==> src/rtl/exec_pkg.sv <==
// Shared opcode and FSM state encodings for the exec_core_p execution controller.
package exec_pkg;

   localparam logic [2:0] OP_ADD = 3'd0;
   localparam logic [2:0] OP_SUB = 3'd1;
   localparam logic [2:0] OP_AND = 3'd2;
   localparam logic [2:0] OP_OR  = 3'd3;
   localparam logic [2:0] OP_XOR = 3'd4;
   localparam logic [2:0] OP_SHL = 3'd5;
   localparam logic [2:0] OP_SHR = 3'd6;
   localparam logic [2:0] OP_LDI = 3'd7;

   typedef enum logic [1:0] {
      ST_IDLE = 2'd0,
      ST_EXEC = 2'd1,
      ST_WB   = 2'd2
   } state_t;

endpackage

==> src/rtl/exec_core_p_regfile.sv <==
// General register file: two operand read ports, one debug read port, one synchronous write port.
module regfile_p #(
   parameter  int DATA_W   = 8,
   parameter  int NUM_REGS = 8,
   localparam int ADDR_W   = $clog2(NUM_REGS)
) (
   input  logic              clk,
   input  logic              rst_n,
   input  logic              we,
   input  logic [ADDR_W-1:0] waddr,
   input  logic [DATA_W-1:0] wdata,
   input  logic [ADDR_W-1:0] raddr_a,
   output logic [DATA_W-1:0] rdata_a,
   input  logic [ADDR_W-1:0] raddr_b,
   output logic [DATA_W-1:0] rdata_b,
   input  logic [ADDR_W-1:0] raddr_d,
   output logic [DATA_W-1:0] rdata_d
);

   logic [DATA_W-1:0] mem_reg [NUM_REGS];

   // Combinational reads so EXEC sees operands in the same cycle it computes.
   assign rdata_a = mem_reg[raddr_a];
   assign rdata_b = mem_reg[raddr_b];
   assign rdata_d = mem_reg[raddr_d];

   always_ff @(posedge clk or negedge rst_n) begin
      if (!rst_n) begin
         for (int i = 0; i < NUM_REGS; i++) begin
            mem_reg[i] <= '0;
         end
      end else if (we) begin
         mem_reg[waddr] <= wdata;
      end
   end

endmodule

==> src/rtl/exec_core_p.sv <==
// Register-to-register execution controller: IDLE -> EXEC -> WB per command.
// Optional one-entry command queue enabled by defining EXEC_CMD_QUEUE_EN.
module exec_core_p
   import exec_pkg::*;
#(
   parameter  int DATA_W   = 8,
   parameter  int NUM_REGS = 8,
   localparam int ADDR_W   = $clog2(NUM_REGS)
) (
   input  logic              clk,
   input  logic              rst_n,
   input  logic              cmd_valid,
   output logic              cmd_ready,
   input  logic [2:0]        cmd_op,
   input  logic [ADDR_W-1:0] cmd_rd,
   input  logic [ADDR_W-1:0] cmd_rs1,
   input  logic [ADDR_W-1:0] cmd_rs2,
   input  logic [DATA_W-1:0] cmd_imm,
   output logic              done,
   output logic [DATA_W-1:0] result_out,
   output logic              z_flag,
   output logic              c_flag,
   output logic              busy,
   input  logic [ADDR_W-1:0] dbg_raddr,
   output logic [DATA_W-1:0] dbg_rdata
);

   state_t            state_reg, state_next;
   logic [2:0]        op_reg;
   logic [ADDR_W-1:0] rd_reg, rs1_reg, rs2_reg;
   logic [DATA_W-1:0] imm_reg;
   logic [DATA_W-1:0] res_reg;
   logic              carry_reg;
   logic [DATA_W-1:0] opa, opb;
   logic [DATA_W-1:0] alu_r;
   logic              alu_c;
   logic [DATA_W:0]   sum;
   logic              hs, load_cmd, load_q;

   assign hs   = cmd_valid & cmd_ready;
   assign busy = (state_reg != ST_IDLE);

`ifdef EXEC_CMD_QUEUE_EN
   logic              q_valid_reg;
   logic [2:0]        q_op_reg;
   logic [ADDR_W-1:0] q_rd_reg, q_rs1_reg, q_rs2_reg;
   logic [DATA_W-1:0] q_imm_reg;

   assign cmd_ready = !q_valid_reg;

   always_ff @(posedge clk or negedge rst_n) begin
      if (!rst_n) begin
         q_valid_reg <= 1'b0;
         q_op_reg    <= '0;
         q_rd_reg    <= '0;
         q_rs1_reg   <= '0;
         q_rs2_reg   <= '0;
         q_imm_reg   <= '0;
      end else if (hs && busy) begin
         q_valid_reg <= 1'b1;
         q_op_reg    <= cmd_op;
         q_rd_reg    <= cmd_rd;
         q_rs1_reg   <= cmd_rs1;
         q_rs2_reg   <= cmd_rs2;
         q_imm_reg   <= cmd_imm;
      end else if (load_q) begin
         q_valid_reg <= 1'b0;
      end
   end
`else
   assign cmd_ready = (state_reg == ST_IDLE);
`endif

   always_comb begin
      state_next = state_reg;
      done       = 1'b0;
      load_cmd   = 1'b0;
      load_q     = 1'b0;
      case (state_reg)
         ST_IDLE: begin
`ifdef EXEC_CMD_QUEUE_EN
            if (q_valid_reg) begin
               load_q     = 1'b1;
               state_next = ST_EXEC;
            end else
`endif
            if (hs) begin
               load_cmd   = 1'b1;
               state_next = ST_EXEC;
            end
         end
         ST_EXEC: state_next = ST_WB;
         ST_WB: begin
            done       = 1'b1;
            state_next = ST_IDLE;
`ifdef EXEC_CMD_QUEUE_EN
            // Chain straight into the queued command; its operands see this WB.
            if (q_valid_reg) begin
               load_q     = 1'b1;
               state_next = ST_EXEC;
            end
`endif
         end
         default: state_next = ST_IDLE;
      endcase
   end

   always_ff @(posedge clk or negedge rst_n) begin
      if (!rst_n) begin
         state_reg <= ST_IDLE;
         op_reg    <= '0;
         rd_reg    <= '0;
         rs1_reg   <= '0;
         rs2_reg   <= '0;
         imm_reg   <= '0;
      end else begin
         state_reg <= state_next;
         if (load_cmd) begin
            op_reg  <= cmd_op;
            rd_reg  <= cmd_rd;
            rs1_reg <= cmd_rs1;
            rs2_reg <= cmd_rs2;
            imm_reg <= cmd_imm;
         end
`ifdef EXEC_CMD_QUEUE_EN
         else if (load_q) begin
            op_reg  <= q_op_reg;
            rd_reg  <= q_rd_reg;
            rs1_reg <= q_rs1_reg;
            rs2_reg <= q_rs2_reg;
            imm_reg <= q_imm_reg;
         end
`endif
      end
   end

   regfile_p #(.DATA_W(DATA_W), .NUM_REGS(NUM_REGS)) u_regfile (
      .clk     (clk),
      .rst_n   (rst_n),
      .we      (state_reg == ST_WB),
      .waddr   (rd_reg),
      .wdata   (res_reg),
      .raddr_a (rs1_reg),
      .rdata_a (opa),
      .raddr_b (rs2_reg),
      .rdata_b (opb),
      .raddr_d (dbg_raddr),
      .rdata_d (dbg_rdata)
   );

   assign sum = {1'b0, opa} + {1'b0, opb};

   always_comb begin
      alu_r = '0;
      alu_c = 1'b0;
      case (op_reg)
         OP_ADD: begin alu_r = sum[DATA_W-1:0]; alu_c = sum[DATA_W]; end
         OP_SUB: begin alu_r = opa - opb; alu_c = (opa < opb); end
         OP_AND: alu_r = opa & opb;
         OP_OR:  alu_r = opa | opb;
         OP_XOR: alu_r = opa ^ opb;
         OP_SHL: begin alu_r = {opa[DATA_W-2:0], 1'b0}; alu_c = opa[DATA_W-1]; end
         OP_SHR: begin alu_r = {1'b0, opa[DATA_W-1:1]}; alu_c = opa[0]; end
         default: alu_r = imm_reg;
      endcase
   end

   always_ff @(posedge clk or negedge rst_n) begin
      if (!rst_n) begin
         res_reg    <= '0;
         carry_reg  <= 1'b0;
         result_out <= '0;
         z_flag     <= 1'b0;
         c_flag     <= 1'b0;
      end else if (state_reg == ST_EXEC) begin
         res_reg   <= alu_r;
         carry_reg <= alu_c;
      end else if (state_reg == ST_WB) begin
         result_out <= res_reg;
         z_flag     <= (res_reg == '0);
         c_flag     <= carry_reg;
      end
   end

endmodule
==> config.mk <==
export PLATFORM = sky130hd
export DESIGN_NAME = exec_core_p
export DESIGN_NICKNAME = d
export VERILOG_FILES = /design/src/rtl/exec_pkg.sv /design/src/rtl/exec_core_p_regfile.sv /design/src/rtl/exec_core_p.sv
export SDC_FILE = /design/constraint.sdc
export NUM_CORES = 1
export LEC_CHECK = 0
export CORE_ASPECT_RATIO = 1.25
export CORE_UTILIZATION = 57
export DETAILED_ROUTE_END_ITERATION = 12
export PLACE_DENSITY_LB_ADDON = 0.15
export SLEW_MARGIN = 40
export SYNTH_ARGS = -nofsm -noshare
export SYNTH_HDL_FRONTEND = slang
export SYNTH_SLANG_ARGS = --single-unit
==> constraint.sdc <==
create_clock -name clk -period 4.5 [get_ports clk]
set_input_delay 0.9 -clock clk [delete_from_list [all_inputs] [get_ports clk]]
set_output_delay 0.9 -clock clk [all_outputs]
set_load 0.01 [all_outputs]
======== Word level (Yosys, flattened, before mapping) ========
Cells that the tools add are included.
storage, ports and cells
  bits of input ports ..................... 26
  logic and storage cells ................. 70
  register bits after elaboration ......... 105
operators by class
  $add $sub $neg .......................... 2
  mux-type cells .......................... 19
  reductions and logical operators ........ 6
  bitwise operators ....................... 9
  equal/unequal tests ..................... 9
  magnitude comparators ................... 6
operators by type and width
  operator                                                                       count
  8-bit binary-select mux with 3-bit select                                      3
  64-bit bitwise mux                                                             1
  8-bit two-way mux                                                              7
  8-bit one-hot mux with 7 select lines                                          1
  8-bit demux with 3-bit select                                                  1
  4-bit greater-or-equal comparator (second input constant)                      4
  3-bit inverter with 4-bit output                                               4
  8-bit by 8-bit adder with 9-bit output                                         1
  3-bit equality test (second input constant)                                    3
  8-bit AND                                                                      1
  8-bit zero test                                                                1
  8-bit less-than comparator                                                     1
  8-bit bitwise OR                                                               1
  8-bit subtractor                                                               1
  8-bit XOR                                                                      1
  3-bit by 2-bit equality test with 1-bit output (second input constant)         2
  4-bit by 1-bit less-than comparator with 1-bit output (second input constant)  1
  1-bit one-hot mux with 4 select lines                                          1
  2-bit one-hot mux with 2 select lines                                          1
  3-bit by 1-bit equality test with 1-bit output (second input constant)         1
  3-bit zero test                                                                1
  1-bit two-way mux                                                              3
  2-bit by 1-bit equality test with 1-bit output (second input constant)         1
  2-bit equality test (second input constant)                                    1
  8 further kinds                                                                8

======== Longest topological paths before layout ========
  word-level depth ........................ 6
  depth in mapped cells ................... 14
  mapped depth without buffers ............ 12

======== Modules after synthesis ========
Synthesis repeated with hierarchy kept, for this count alone.
second synthesis, totals
  cell total of the unflattened synthesis .. 533
  area, all modules ....................... 6,966.7 sq um
by module, submodules not included
  module       seq. area each (sq um)  area an instance (sq um)  times used  cells each
  regfile_p    1,601.5                 4,078.9                   1           230
  exec_core_p  1,026.0                 2,887.8                   1           303

======== Worst setup path after synthesis ========
Ideal clock, no wire load.
  path kind ............................... input to output
  start point ............................. in dbg_raddr[0]
  end point ............................... out dbg_rdata[0]
  buffers on the path ..................... 2
  data required time ...................... 3.600 ns
  path slack .............................. 1.173 ns
  data arrival time ....................... 2.427 ns
  stages .................................. 4
  cell sequence ........................... clkbuf_1 > buf_2 > mux4_2 > mux2_2
on the way
  longest elaborated chain between the ends .. 4
RTL lines
  element                                                 RTL line                   RTL
  start, declared                                         exec_core_p.sv:24          input logic [ADDR_W-1:0] dbg_raddr,
  3-bit inverter with 4-bit output (not written as such)  exec_core_p_regfile.sv:25  assign rdata_d = mem_reg[raddr_d];
  8-bit binary-select mux with 3-bit select               exec_core_p_regfile.sv:25
  8-bit two-way mux (not written as such) (2 in a row)    exec_core_p_regfile.sv:25
  end, declared                                           exec_core_p.sv:25          output logic [DATA_W-1:0] dbg_rdata
Every way passes these cells. The select of a mux whose other input is x is not followed.

======== Worst setup path in the final report ========
  start point ............................. in dbg_raddr[0]
  end point ............................... out dbg_rdata[1]
Same word-level chain as after synthesis.

==> flow_summary.json <==
{
  "r2r_start": "rs1_reg[2]",
  "layout-drive-gt1-share_pct": 28.6,
  "timing.final.crit_period_ps": 3890,
  "first_pass_grt_wire_length_um": 28000,
  "groute.layer.met2.usage_pct": 52.6,
  "clock_latency_on_the_worst_skew_pair_ps": 360,
  "timing_hold_violations_final": 0,
  "core_area_sq_um": 11600,
  "viasPerCell": 6.43,
  "fp.dieH_um": 124,
  "setup.worst_path.start_class": "input pin",
  "crit_fanout": 16,
  "final_max_slew_viol_count": 0,
  "ys_dominant_reg_cell": "sky130_fd_sc_hd__dfrtp_1",
  "maxClockFrequency_mhz": 257,
  "timing.critical_path.to_type": "primary output",
  "slew-limit-headroom_pct": 44.3,
  "synth-edff-count": 0,
  "drcViolationCount": 0,
  "synth_largest_area_cell": "sky130_fd_sc_hd__dfrtp_1",
  "cts_tree": "built",
  "total_leakage_power_uw": 0.00339,
  "initial_core_util_pct": 58.6,
  "layout.nets": 639,
  "p_int_uw": 3380,
  "ant_cells": 0,
  "ys_seq_area_share_pct": 38.6,
  "tritoncts_num_sinks": 105,
  "rsz_0062_raised_after_global_routing": "false",
  "hpwlAfterDp_um": 12300,
  "setup_buffers_after_cts": 0,
  "mappedNetlistArea_sq_um": 6810,
  "synth.yosys.warnings": 0,
  "reg2reg_depth": 12,
  "met3_usage_pct": 4.94,
  "timing.critical_path.arrival_ps": 2990,
  "drt-pass1-iter-count": 5,
  "buffer_ports.inserted": 46,
  "p_switching_uw": 2380,
  "timing_worst_slew_pin_value_ps": 829,
  "yosys-top-cells-area": "sky130_fd_sc_hd__dfrtp_1 (39%), sky130_fd_sc_hd__mux2_2 (15%), sky130_fd_sc_hd__mux4_2 (12%), sky130_fd_sc_hd__mux4_1 (4.6%), sky130_fd_sc_hd__ha_1 (4.6%)",
  "timing_worst_setup_path_type": "input pin to primary output",
  "nFillCells": 882,
  "die_outline_area_sq_um": 12400,
  "ys_ff_latch": 105,
  "grt_max_degree": 83,
  "post-synth-top-count-cell": "sky130_fd_sc_hd__dfrtp_1",
  "worst-r2r-setup-slack_ps": 710,
  "antenna_found_initial": 0,
  "synthTopCellsByCount": "sky130_fd_sc_hd__dfrtp_1 (105), sky130_fd_sc_hd__mux2_2 (92), sky130_fd_sc_hd__nand2_1 (55)",
  "area_growth_pct": 13.0,
  "synth.distinct_cells": 61,
  "maxCapViolations": 0,
  "synth-async-reset-ratio_pct": 100,
  "timing.hold.worst.start": "result_out[5]",
  "die_w_um": 99.8,
  "route.final.wire_length_um": 17800,
  "syn-mean-instance-area_sq_um": 12.1,
  "totalNegativeSetupSlack_ps": 0,
  "vias": 4837,
  "vdd_ir_drop_max_uv": 345,
  "clockRootBuffer": "sky130_fd_sc_hd__clkbuf_16",
  "num_rows": 44,
  "cts_buffer_depth": 2,
  "wl_per_cell_um": 23.7,
  "worstPathRequired_ps": 3600,
  "grt_usage_pct": 31.4,
  "use_met1_pct": 39.1,
  "synthCells": 563,
  "grt_most_used_layer": "met2",
  "cts_made_buffers": 9,
  "min_period_over_period_pct": 86.4,
  "cts.hold.buffers_added": 0,
  "min_path_type": "flip-flop to flip-flop",
  "cts_resized": 0,
  "ratio_of_total_power_to_cell_area_nw_per_um2": 749,
  "power.combinational.fraction_pct": 52.1,
  "final_antenna_net_count": 0,
  "clkPwrFrac_pct": 15.4,
  "final.hold.worst_slack_ps": 482,
  "postSynthNetCount": 616,
  "num_io_pins": 47,
  "setup_failing_eps_final": 0,
  "synth_top_area_share_pct": 38.6,
  "vias_in_the_first_global_route": 4940,
  "globalRoute.totalOverflow": 0,
  "fin_worst_skew_ps": 8.03,
  "path_clk_slew_ps": 70,
  "hold_end": "result_out[5]",
  "globalplace.congestion": 0.934,
  "violation_count_after_the_first_detailed_routing_iteration": 293,
  "largest_register_ffs": 64,
  "swShare_pct": 41.4,
  "run_status": "finished, final reports clean",
  "worst_hold_path.num_cells": 2,
  "sequentialPowerShare_pct": 32.5,
  "crit_reg_reg_endpoint": "carry_reg",
  "depth_of_the_cts_h_tree": 3
}
worst max-delay path by stage:
stage	depth (start not counted)	to	slack (ps)	startpoint
4_1_cts	5	dbg_rdata[1]	590	dbg_raddr[0]
5_1_grt	12	carry_reg	380	rs1_reg[2]
6_report	5	dbg_rdata[1]	610	dbg_raddr[0]
2_1_floorplan	4	dbg_rdata[0]	1170	dbg_raddr[0]
3_3_place_gp	5	dbg_rdata[3]	600	dbg_raddr[0]
3_5_place_dp	5	dbg_rdata[1]	590	dbg_raddr[0]
kinds of logic after synthesis:
family          Yosys count  synth area share (%)
mux                     154                  34.6
simple gates            112                  7.70
flops                   105                  38.6
compound gates           89                  8.71
buf+inv                  70                  4.45
fa+ha+maj                27                  5.18
xor+xnor                  6                 0.772
power groups by stage:
stage,Sequential (uW),Clock (uW),Combinational (uW)
floorplan,1560,0,2370
global placement,1830,0,2870
detailed placement,1860,0,2960
CTS,1850,899,2980
global route,1930,930,3270
finish,1870,885,3000
worst max-delay path: stages:
cell and delay, ps:
sky130_fd_sc_hd__clkdlybuf4s50_1 450, sky130_fd_sc_hd__buf_4 310, sky130_fd_sc_hd__mux4_2 550, sky130_fd_sc_hd__mux2_2 290
sky130_fd_sc_hd__clkdlybuf4s50_1 480
through the flow:
| step | setup slack (ps) | instances | instance area, sq um | utilization (%) | power [uW] |
|---|---|---|---|---|---|
| 3_5_place_dp | 593 | 736 | 7360 | 63.3 | 4820 |
| 6_report | 611 | 752 | 7690 | 66.2 | 5760 |
| 2_1_floorplan | 1170 | 563 | 6810 | - | 3940 |
| 3_3_place_gp | 599 | 736 | 7330 | 63.1 | 4700 |
| 4_1_cts | 592 | 752 | 7690 | 66.2 | 5730 |
| 5_1_grt | 384 | 752 | 7690 | 66.2 | 6130 |
metal layers:
layer	part of all wire, %	vias to the layer above
li1	-	2150
met1	41	2491
met2	50	153
met3	5.0	43
met4	4.3	0
met5	0	-
placed cells by master, fill, tap and decap left out, types with 3 or more instances in the layout:
cell / count
sky130_fd_sc_hd__nand3_1: 5
sky130_fd_sc_hd__mux4_1: 12
sky130_fd_sc_hd__nor3_1: 8
sky130_fd_sc_hd__clkdlybuf4s50_1: 45
sky130_fd_sc_hd__or3_1: 3
sky130_fd_sc_hd__nor2_1: 17
sky130_fd_sc_hd__mux4_2: 36
sky130_fd_sc_hd__o22ai_1: 6
sky130_fd_sc_hd__mux2_2: 92
sky130_fd_sc_hd__dfrtp_1: 105
sky130_fd_sc_hd__ha_1: 25
sky130_fd_sc_hd__mux2i_1: 9
sky130_fd_sc_hd__nor4_1: 3
sky130_fd_sc_hd__o21a_1: 3
sky130_fd_sc_hd__nand2_1: 55
sky130_fd_sc_hd__xnor2_1: 4
sky130_fd_sc_hd__buf_4: 8
sky130_fd_sc_hd__nor2b_1: 4
sky130_fd_sc_hd__mux2i_4: 4
sky130_fd_sc_hd__nand2b_1: 5
sky130_fd_sc_hd__a211oi_1: 6
sky130_fd_sc_hd__inv_1: 25
sky130_fd_sc_hd__a31oi_1: 7
sky130_fd_sc_hd__clkbuf_16: 9
sky130_fd_sc_hd__a21oi_1: 20
sky130_fd_sc_hd__o21ai_0: 16
sky130_fd_sc_hd__o21bai_1: 4
layout make-up:
| cell class | count | area, sq um | share of cell area, % |
|---|---|---|---|
| Multi-Input combinational cell | 388 | 3900 | 50.7 |
| Sequential cell | 105 | 2630 | 34.1 |
| Timing Repair Buffer | 54 | 524 | 6.81 |
| Clock buffer | 10 | 239 | 3.11 |
| Tap cell | 161 | 201 | 2.62 |
| Inverter | 28 | 105 | 1.37 |
| Clock inverter | 6 | 96.3 | 1.25 |
No activity file was read; power rests on OpenSTA's default activity.
